**src/rtl/reg_bus_pkg.sv**
```systemverilog
// Shared constants and types for the register-bus slave.
// Address map: 0x00 ID, 0x01-0xFC storage, 0xFD ACC, 0xFE WCNT, 0xFF LAST.
package reg_bus_pkg;

    localparam logic [15:0] ID_VALUE  = 16'hA5C3;

    localparam logic [7:0]  ADDR_ID   = 8'h00;
    localparam logic [7:0]  ADDR_ACC  = 8'hFD;
    localparam logic [7:0]  ADDR_WCNT = 8'hFE;
    localparam logic [7:0]  ADDR_LAST = 8'hFF;

    typedef enum logic {
        INIT = 1'b0,
        RUN  = 1'b1
    } state_t;

endpackage

```
**src/rtl/reg_bus_store.sv**
```systemverilog
// Register-bus backing store: single write port, one asynchronous read port.
// Contents are never reset; the slave clears them with its INIT sweep.
module reg_bus_store #(
    parameter int DW = 16,
    parameter int AW = 8
) (
    input  logic          clk,
    input  logic          we,
    input  logic [AW-1:0] waddr,
    input  logic [DW-1:0] wdata,
    input  logic [AW-1:0] raddr,
    output logic [DW-1:0] rdata
);

    logic [DW-1:0] mem [0:(1<<AW)-1];

    always_ff @(posedge clk) begin
        if (we) begin
            mem[waddr] <= wdata;
        end
    end

    assign rdata = mem[raddr];

endmodule

```
**src/rtl/reg_bus_slave.sv**
```systemverilog
// Register-bus slave: post-reset clear sweep, then write-first register
// access with ID, accumulator, write counter and last-address registers.
module reg_bus_slave
    import reg_bus_pkg::*;
#(
    parameter int DW = 16,
    parameter int AW = 8
) (
    input  logic          clk,
    input  logic          rst_n,
    input  logic          write,
    input  logic [DW-1:0] data_in,
    input  logic [AW-1:0] address,
    output logic [DW-1:0] data_out,
    output logic          init_done
);

    state_t        state_reg, state_next;
    logic [AW-1:0] init_cnt_reg, init_cnt_next;
    logic [DW-1:0] acc_reg, acc_next;
    logic [DW-1:0] wcnt_reg, wcnt_next;
    logic [DW-1:0] last_reg, last_next;
    logic [DW-1:0] data_out_reg, data_out_next;

    logic          store_we;
    logic [AW-1:0] store_waddr;
    logic [DW-1:0] store_wdata;
    logic [DW-1:0] store_rdata;
    logic [DW-1:0] acc_sum;

    assign acc_sum = acc_reg + data_in;

    // A write sampled on a reset edge must never reach the storage array.
    reg_bus_store #(
        .DW(DW),
        .AW(AW)
    ) u_store (
        .clk   (clk),
        .we    (store_we & rst_n),
        .waddr (store_waddr),
        .wdata (store_wdata),
        .raddr (address),
        .rdata (store_rdata)
    );

    always_ff @(posedge clk) begin
        if (!rst_n) begin
            state_reg    <= INIT;
            init_cnt_reg <= '0;
            acc_reg      <= '0;
            wcnt_reg     <= '0;
            last_reg     <= '0;
            data_out_reg <= '0;
        end else begin
            state_reg    <= state_next;
            init_cnt_reg <= init_cnt_next;
            acc_reg      <= acc_next;
            wcnt_reg     <= wcnt_next;
            last_reg     <= last_next;
            data_out_reg <= data_out_next;
        end
    end

    always_comb begin
        state_next    = state_reg;
        init_cnt_next = init_cnt_reg;
        acc_next      = acc_reg;
        wcnt_next     = wcnt_reg;
        last_next     = last_reg;
        data_out_next = '0;
        store_we      = 1'b0;
        store_waddr   = address;
        store_wdata   = data_in;

        case (state_reg)
            INIT: begin
                store_we      = 1'b1;
                store_waddr   = init_cnt_reg;
                store_wdata   = '0;
                init_cnt_next = init_cnt_reg + AW'(1);
                if (init_cnt_reg == '1) begin
                    state_next = RUN;
                end
            end

            RUN: begin
                // Read and write share one address, so the read returns the
                // post-write value of whatever this edge writes.
                if (address == AW'(ADDR_ID)) begin
                    data_out_next = DW'(ID_VALUE);
                end else if (address == AW'(ADDR_LAST)) begin
                    data_out_next = last_reg;
                end else if (address == AW'(ADDR_WCNT)) begin
                    data_out_next = write ? '0 : wcnt_reg;
                    if (write) begin
                        wcnt_next = '0;
                        last_next = DW'(address);
                    end
                end else if (address == AW'(ADDR_ACC)) begin
                    data_out_next = write ? acc_sum : acc_reg;
                    if (write) begin
                        acc_next  = acc_sum;
                        wcnt_next = wcnt_reg + DW'(1);
                        last_next = DW'(address);
                    end
                end else begin
                    data_out_next = write ? data_in : store_rdata;
                    if (write) begin
                        store_we  = 1'b1;
                        wcnt_next = wcnt_reg + DW'(1);
                        last_next = DW'(address);
                    end
                end
            end

            default: state_next = INIT;
        endcase
    end

    assign data_out  = data_out_reg;
    assign init_done = (state_reg == RUN);

endmodule

```
**config.mk**
```make
export PLATFORM = sky130hd
export DESIGN_NAME = reg_bus_slave
export DESIGN_NICKNAME = d
export VERILOG_FILES = /design/src/rtl/reg_bus_pkg.sv /design/src/rtl/reg_bus_store.sv /design/src/rtl/reg_bus_slave.sv
export SDC_FILE = /design/constraint.sdc
export NUM_CORES = 2
export LEC_CHECK = 0
export CORE_MARGIN = 10
export CORE_UTILIZATION = 50
export CTS_BUF_LIST = sky130_fd_sc_hd__clkbuf_16
export DETAILED_ROUTE_END_ITERATION = 12
export PLACE_DENSITY = 0.68
export SYNTH_ARGS = -nofsm -noshare
export SYNTH_HDL_FRONTEND = slang
export SYNTH_SLANG_ARGS = --single-unit
```
**constraint.sdc**
```tcl
create_clock -name clk -period 5.4 [get_ports clk]
set_input_delay 1.08 -clock clk [delete_from_list [all_inputs] [get_ports clk]]
set_output_delay 1.08 -clock clk [all_outputs]
set_load 0.01 [all_outputs]
```
Word level (Yosys, flattened, before mapping)
Memory sizes are Yosys's and may differ from the RTL's.
Index checks and enable logic that the tools add are counted.
{"block": "classes", "n_addsub": 3, "mul": 0, "n_div": 0, "order_cmp": 0, "n_eq_ne": 4, "shift": 0, "mux": 21, "bitwise": 6, "reduce_logical": 7}
{"cell": "$mux W16", "n": 10}
{"cell": "$eq A8 B8 Y1 const B", "n": 4}
{"cell": "$add A16 B1 Y16 const B", "n": 1}
{"cell": "$add A16 B16 Y16", "n": 1}
{"cell": "$mux W1", "n": 9}
{"cell": "$add A8 B1 Y8 const B", "n": 1}
{"cell": "$logic_not A8 Y1", "n": 1}
{"cell": "$mux W8", "n": 1}
{"cell": "$reduce_and A4 Y1", "n": 2}
{"cell": "$not A1 Y1", "n": 5}
{"cell": "$reduce_and A5 Y1", "n": 1}
{"cell": "$reduce_or A3 Y1", "n": 1}
{"cell": "$pmux W1 S2", "n": 1}
{"cell": "$reduce_and A2 Y1", "n": 1}
{"cell": "$reduce_bool A2 Y1", "n": 1}
{"cell": "$and A1 B1 Y1", "n": 1}
{"block": "totals", "register_bits": 65, "latchBits": 0, "ramBits": 4096, "mem_bits_ro": 0, "input_bits": 27, "out_inout_bits": 17, "word_cells": 49, "n_memories": 1}
{"name": "u_store.mem", "depth": 256, "word_bits": 16, "read_ports": 1, "rd_clocked_by_memory_dff": 0, "write_ports": 1, "line_no": "reg_bus_store.sv:15", "text": "logic [DW-1:0] mem [0:(1<<AW)-1];"}

Depth between registers and ports, before layout
{"block": "logic_depth", "ltp_word": 9, "mapped_depth": 15, "ltp_nobuf": 10}

Modules after synthesis
A second synthesis with hierarchy kept.
{"block": "hier_totals", "hier_cells": 7907, "hier_area_um2": 162763.6}
{"mod": "reg_bus_store", "n_inst": 1, "cells_each": 7344, "area_per_inst_um2": 158394.4, "seq_area_each_um2": 122998.0}
{"mod": "reg_bus_slave", "n_inst": 1, "cells_each": 563, "area_per_inst_um2": 4369.2, "seq_area_each_um2": 1301.2}

Worst setup path after synthesis
Ideal clock, no wire load.
{"block": "synth_timing", "path_kind": "register to register", "startpoint": "reg state_reg (netlist: init_done)", "endpoint": "mem u_store.mem[0][0], data pin", "setup_time_ns": 0.867, "t_arrival_ns": 4.481, "t_required_ns": 4.533, "slack_ns": 0.052, "path_stages_with_launch": 5, "path_buffers": 3, "synth_period_minus_slack_ns": 5.348, "cell_sequence": "dfxtp_1 clkbuf_1 clkbuf_1 clkbuf_1 and2_1"}
{"block": "synth_between", "elab_chain_len": 1}
{"item": "from (decl)", "line_no": "reg_bus_slave.sv:18", "text": "state_t state_reg, state_next;"}
{"item": "from (signal assigned)", "line_no": "reg_bus_slave.sv:55", "text": "state_reg <= state_next;"}
{"item": "$mux W16", "line_no": "reg_bus_slave.sv:75", "text": "case (state_reg)"}
{"item": "net store_wdata[0]", "line_no": "reg_bus_slave.sv:27", "text": "logic [DW-1:0] store_wdata;"}
{"item": "to (decl)", "line_no": "reg_bus_store.sv:15"}
The timed path passes the listed nets, and every way through them passes these cells.

Worst setup path in the final report
{"block": "layout_timing", "startpoint": "in address[0]", "endpoint": "reg data_out_reg[7] (netlist: data_out[7])"}
{"block": "layout_between", "elab_chain_len": 6, "elab_cells_between_ends": 10, "classes_between": "3 x eq/ne; 5 x mux; 1 x reduce/logical; 1 x memory"}
{"item": "from (decl)", "line_no": "reg_bus_slave.sv:13", "text": "input logic [AW-1:0] address,"}
{"item": "$mem_v2 Z256 W16"}
{"item": "$mux W16", "line_no": "reg_bus_slave.sv:107", "text": "data_out_next = write ? data_in : store_rdata;"}
{"item": "$mux W16", "line_no": "reg_bus_slave.sv:99", "text": "end else if (address == AW'(ADDR_ACC)) begin"}
{"item": "$mux W16", "line_no": "reg_bus_slave.sv:93", "text": "end else if (address == AW'(ADDR_WCNT)) begin"}
{"item": "$mux W16", "line_no": "reg_bus_slave.sv:91", "text": "end else if (address == AW'(ADDR_LAST)) begin"}
{"item": "$mux W16 *", "line_no": "reg_bus_slave.sv:89", "text": "if (address == AW'(ADDR_ID)) begin"}
{"item": "to (signal assigned)", "line_no": "reg_bus_slave.sv:60", "text": "data_out_reg <= data_out_next;"}
{"item": "to (decl)", "line_no": "reg_bus_slave.sv:23", "text": "logic [DW-1:0] data_out_reg, data_out_next;"}
Mark *: on every way between the ends. The rest lies on a longest branch, timed or not.
A chain may end at the register's enable or synchronous reset.

==> impl_metrics.toml <==
[status]
status = "complete, no violations"

[floorplan]
io_pins = 44
core_sq_um = 323500
die_area_sq_um = 347600
fp.dieW_um = 589.6
initial_core_util_pct = 50.15
die_h_um = 589.6
rows = 209

[sta]
tns_ps = 0
fin_crit_sh_pct = 74.62
slew_viol_final = 0
fmax_ghz = 0.2482
hold_violations = 0
fin_crit_ps = 4030
maxSlewHeadroom_pct = 14.35
finClkSkew_ps = 65.95
worstMarginPinSlew_ps = 1271
rsz0062_at_grt = "false"
setup_violations = 0

[drt]
viasPerCell = 6.487
first_iter_violations = 12340
drt_pre_antenna_iters = 6
routed_wl_um = 458100
vias = 82870
drc = 0
avgRoutedWirePerCell_um = 35.86
antenna_left = 0

[clock_tree]
cts_inserted_buffers = 415
clockBufferDepth = 4
clock-sinks = 4161
cts_resized = 0
cts_tree = "done"
htreeDepth = 5
cts-root-buf = "clkbuf_16"
worstSkewPairLatency_ps = 1000
postCtsSetupBuffers = 0
clk_transition_reported_paths_ps = 70
postCtsHoldBufs = 0

[cells_and_area]
layout-drive-gt1-share_pct = 30.83
max_flop_register = "u_store.mem"
largest_reg_flops = 4096
final_cells = 12770
final_common_cell = "edfxtp_1"
syn_to_final_growth_pct = 14.55
layout_common_cells = "4096 x edfxtp_1, 1093 x mux4_2, 575 x buf_4, 415 x clkbuf_16, 257 x nor2_1"
post-route-cell-area_sq_um = 185800
nets = 8124

[synth]
synth_fp_nets = 7413
synthCells = 7368
synth.distinct_cells = 84
async_reset_ff_share_pct = 0
synth.cell_area_sq_um = 162200
yosysTopAreaCell = "edfxtp_1"
ys_seq_elements = 4161
synthTopCellsByArea = "edfxtp_1 76%, mux4_2 15%, mux2i_1 1.4%, nor2_1 0.86%, dfxtp_1 0.80%"
synth_top_area_share_pct = 75.82
yosysWarnings = 0
synth-edff-count = 4096
synthFlopType = "edfxtp_1"
yosysSeqAreaShare_pct = 76.62
syn_avg_cell_area_sq_um = 22.02

[worst_setup_path]
r2r_setup_slack_ps = 1710
required_ps = 6260
r2r_cells = 5
end_kind = "flip-flop"
crit_fanout = 46
crit_end = "data_out[7]"
startpoint = "address[0]"
criticalPathCategory = "input port to flip-flop"
r2r-end = "u_store.mem[235][2]"
critPathLaunchType = "input port"
r2r_start = "init_done"
cp_data_arrival_time_ps = 4890

[placed_design]
dp_hpwl_um = 285200
post_dp_cell_area_sq_um = 172100
dp_cells = 11990
gp_congestion = 0.9907
port_buffers = 43

[min_path]
hold_class = "flip-flop to flip-flop"

[global_routing]
grt_max_degree = 137
grt_pass1_wl_um = 645700
grt_pass1_vias = 82620
antenna_found_initial = 22
grt_usage_pct = 25.93
gr-total-overflow = 0

[job]
maxCapViolCount = 0

[power]
internal_power_mw = 52.25
peakVddDrop_mv = 0.3225
combPwrFrac_pct = 4.4
p_sw_share_pct = 21.36
switching_power_mw = 14.19
pwr-share-clk_pct = 43.0
leakagePower_nw = 63.08
power_density_nw_per_um2 = 357.6
power_frac_seq_pct = 52.6
[cell type report]
class	count	area, sq um
clock inverter	353	3274
fill	23030	137700
tap	4325	5411
sequential	4161	124300
multi-input combinational	2773	35600
clock buffer	415	10390
inverter	14	77.57
antenna	19	47.55
timing repair buffer	714	6720
[critical path, stage by stage]
cell and delay (ps):
buf_16 390, buf_4 520, mux4_2 570, mux2i_1 520
o22ai_1 160, nor3_1 590, a221oi_1 380, buf_4 230
nor4_1 180, nor3_1 80
[power by group through the flow]
stage	sequential (mW)	clock, mW	combinational [mW]
after floorplan	35.6	0	1.71
after global placement	35.6	0	2.86
after detailed placement	35.6	0	2.87
after CTS	35.0	28.9	2.88
after global routing	34.9	30.2	2.97
final	35.0	28.6	2.91
[layer usage]
layer	vias to the layer above	share of wire (%)	GRT usage [%]
met2	5201	47	39.90
met5	-	0.029	0
met4	18	5.2	11.51
met3	996	11	6.549
li1	32570	-	-
met1	44090	37	35.43
[cell usage after synthesis, types with 65 or more instances]
cell and instances:
o21ai_0 89, mux2i_1 234, mux4_2 1093, buf_2 122, nand2_1 219, nor2_1 370
clkbuf_1 117, a21oi_1 107, dfxtp_1 65, buf_6 68, edfxtp_1 4096, buf_4 89
[metrics by stage]
stage | util (%) | total power, mW | setup WS [ps] | hold WS (ps)
after CTS | 57.43 | 66.72 | 1392 | 458.9
after global routing | 57.43 | 68.06 | 1238 | 492.1
final | 57.44 | 66.45 | 1370 | 463.6
after global placement | 53.21 | 38.50 | 121.1 | 444.7
after detailed placement | 53.21 | 38.51 | 316.5 | 452.0
after floorplan | - | 37.34 | 52.28 | 433.2
[kinds of logic (layout without fill, tap and decap cells)]
family	count (synthesis)	count (layout)	share of synthesized area, %
buffers and inverters	434	1496	1.668
and+or+nand+nor	819	819	2.202
xor gates and xnor gates	15	15	0.08099
muxes	1390	1390	17.06
DFF	4161	4161	76.62
adders and majority gates	18	18	0.1435
other	0	19	0
AOI/OAI and AO/OA	531	531	2.224
[how the worst min path moves through the flow]
stage                            from     endpoint  slack, ps  depth (start not counted)
after floorplan           last_reg[4]  last_reg[4]        430                          2
after global placement    last_reg[7]  last_reg[7]        440                          2
after detailed placement  last_reg[5]  last_reg[5]        450                          2
after CTS                  address[2]  last_reg[2]        460                          3
after global routing      last_reg[4]  last_reg[4]        490                          2
final                     last_reg[7]  last_reg[7]        460                          2
(Power assumes the default switching activity.)
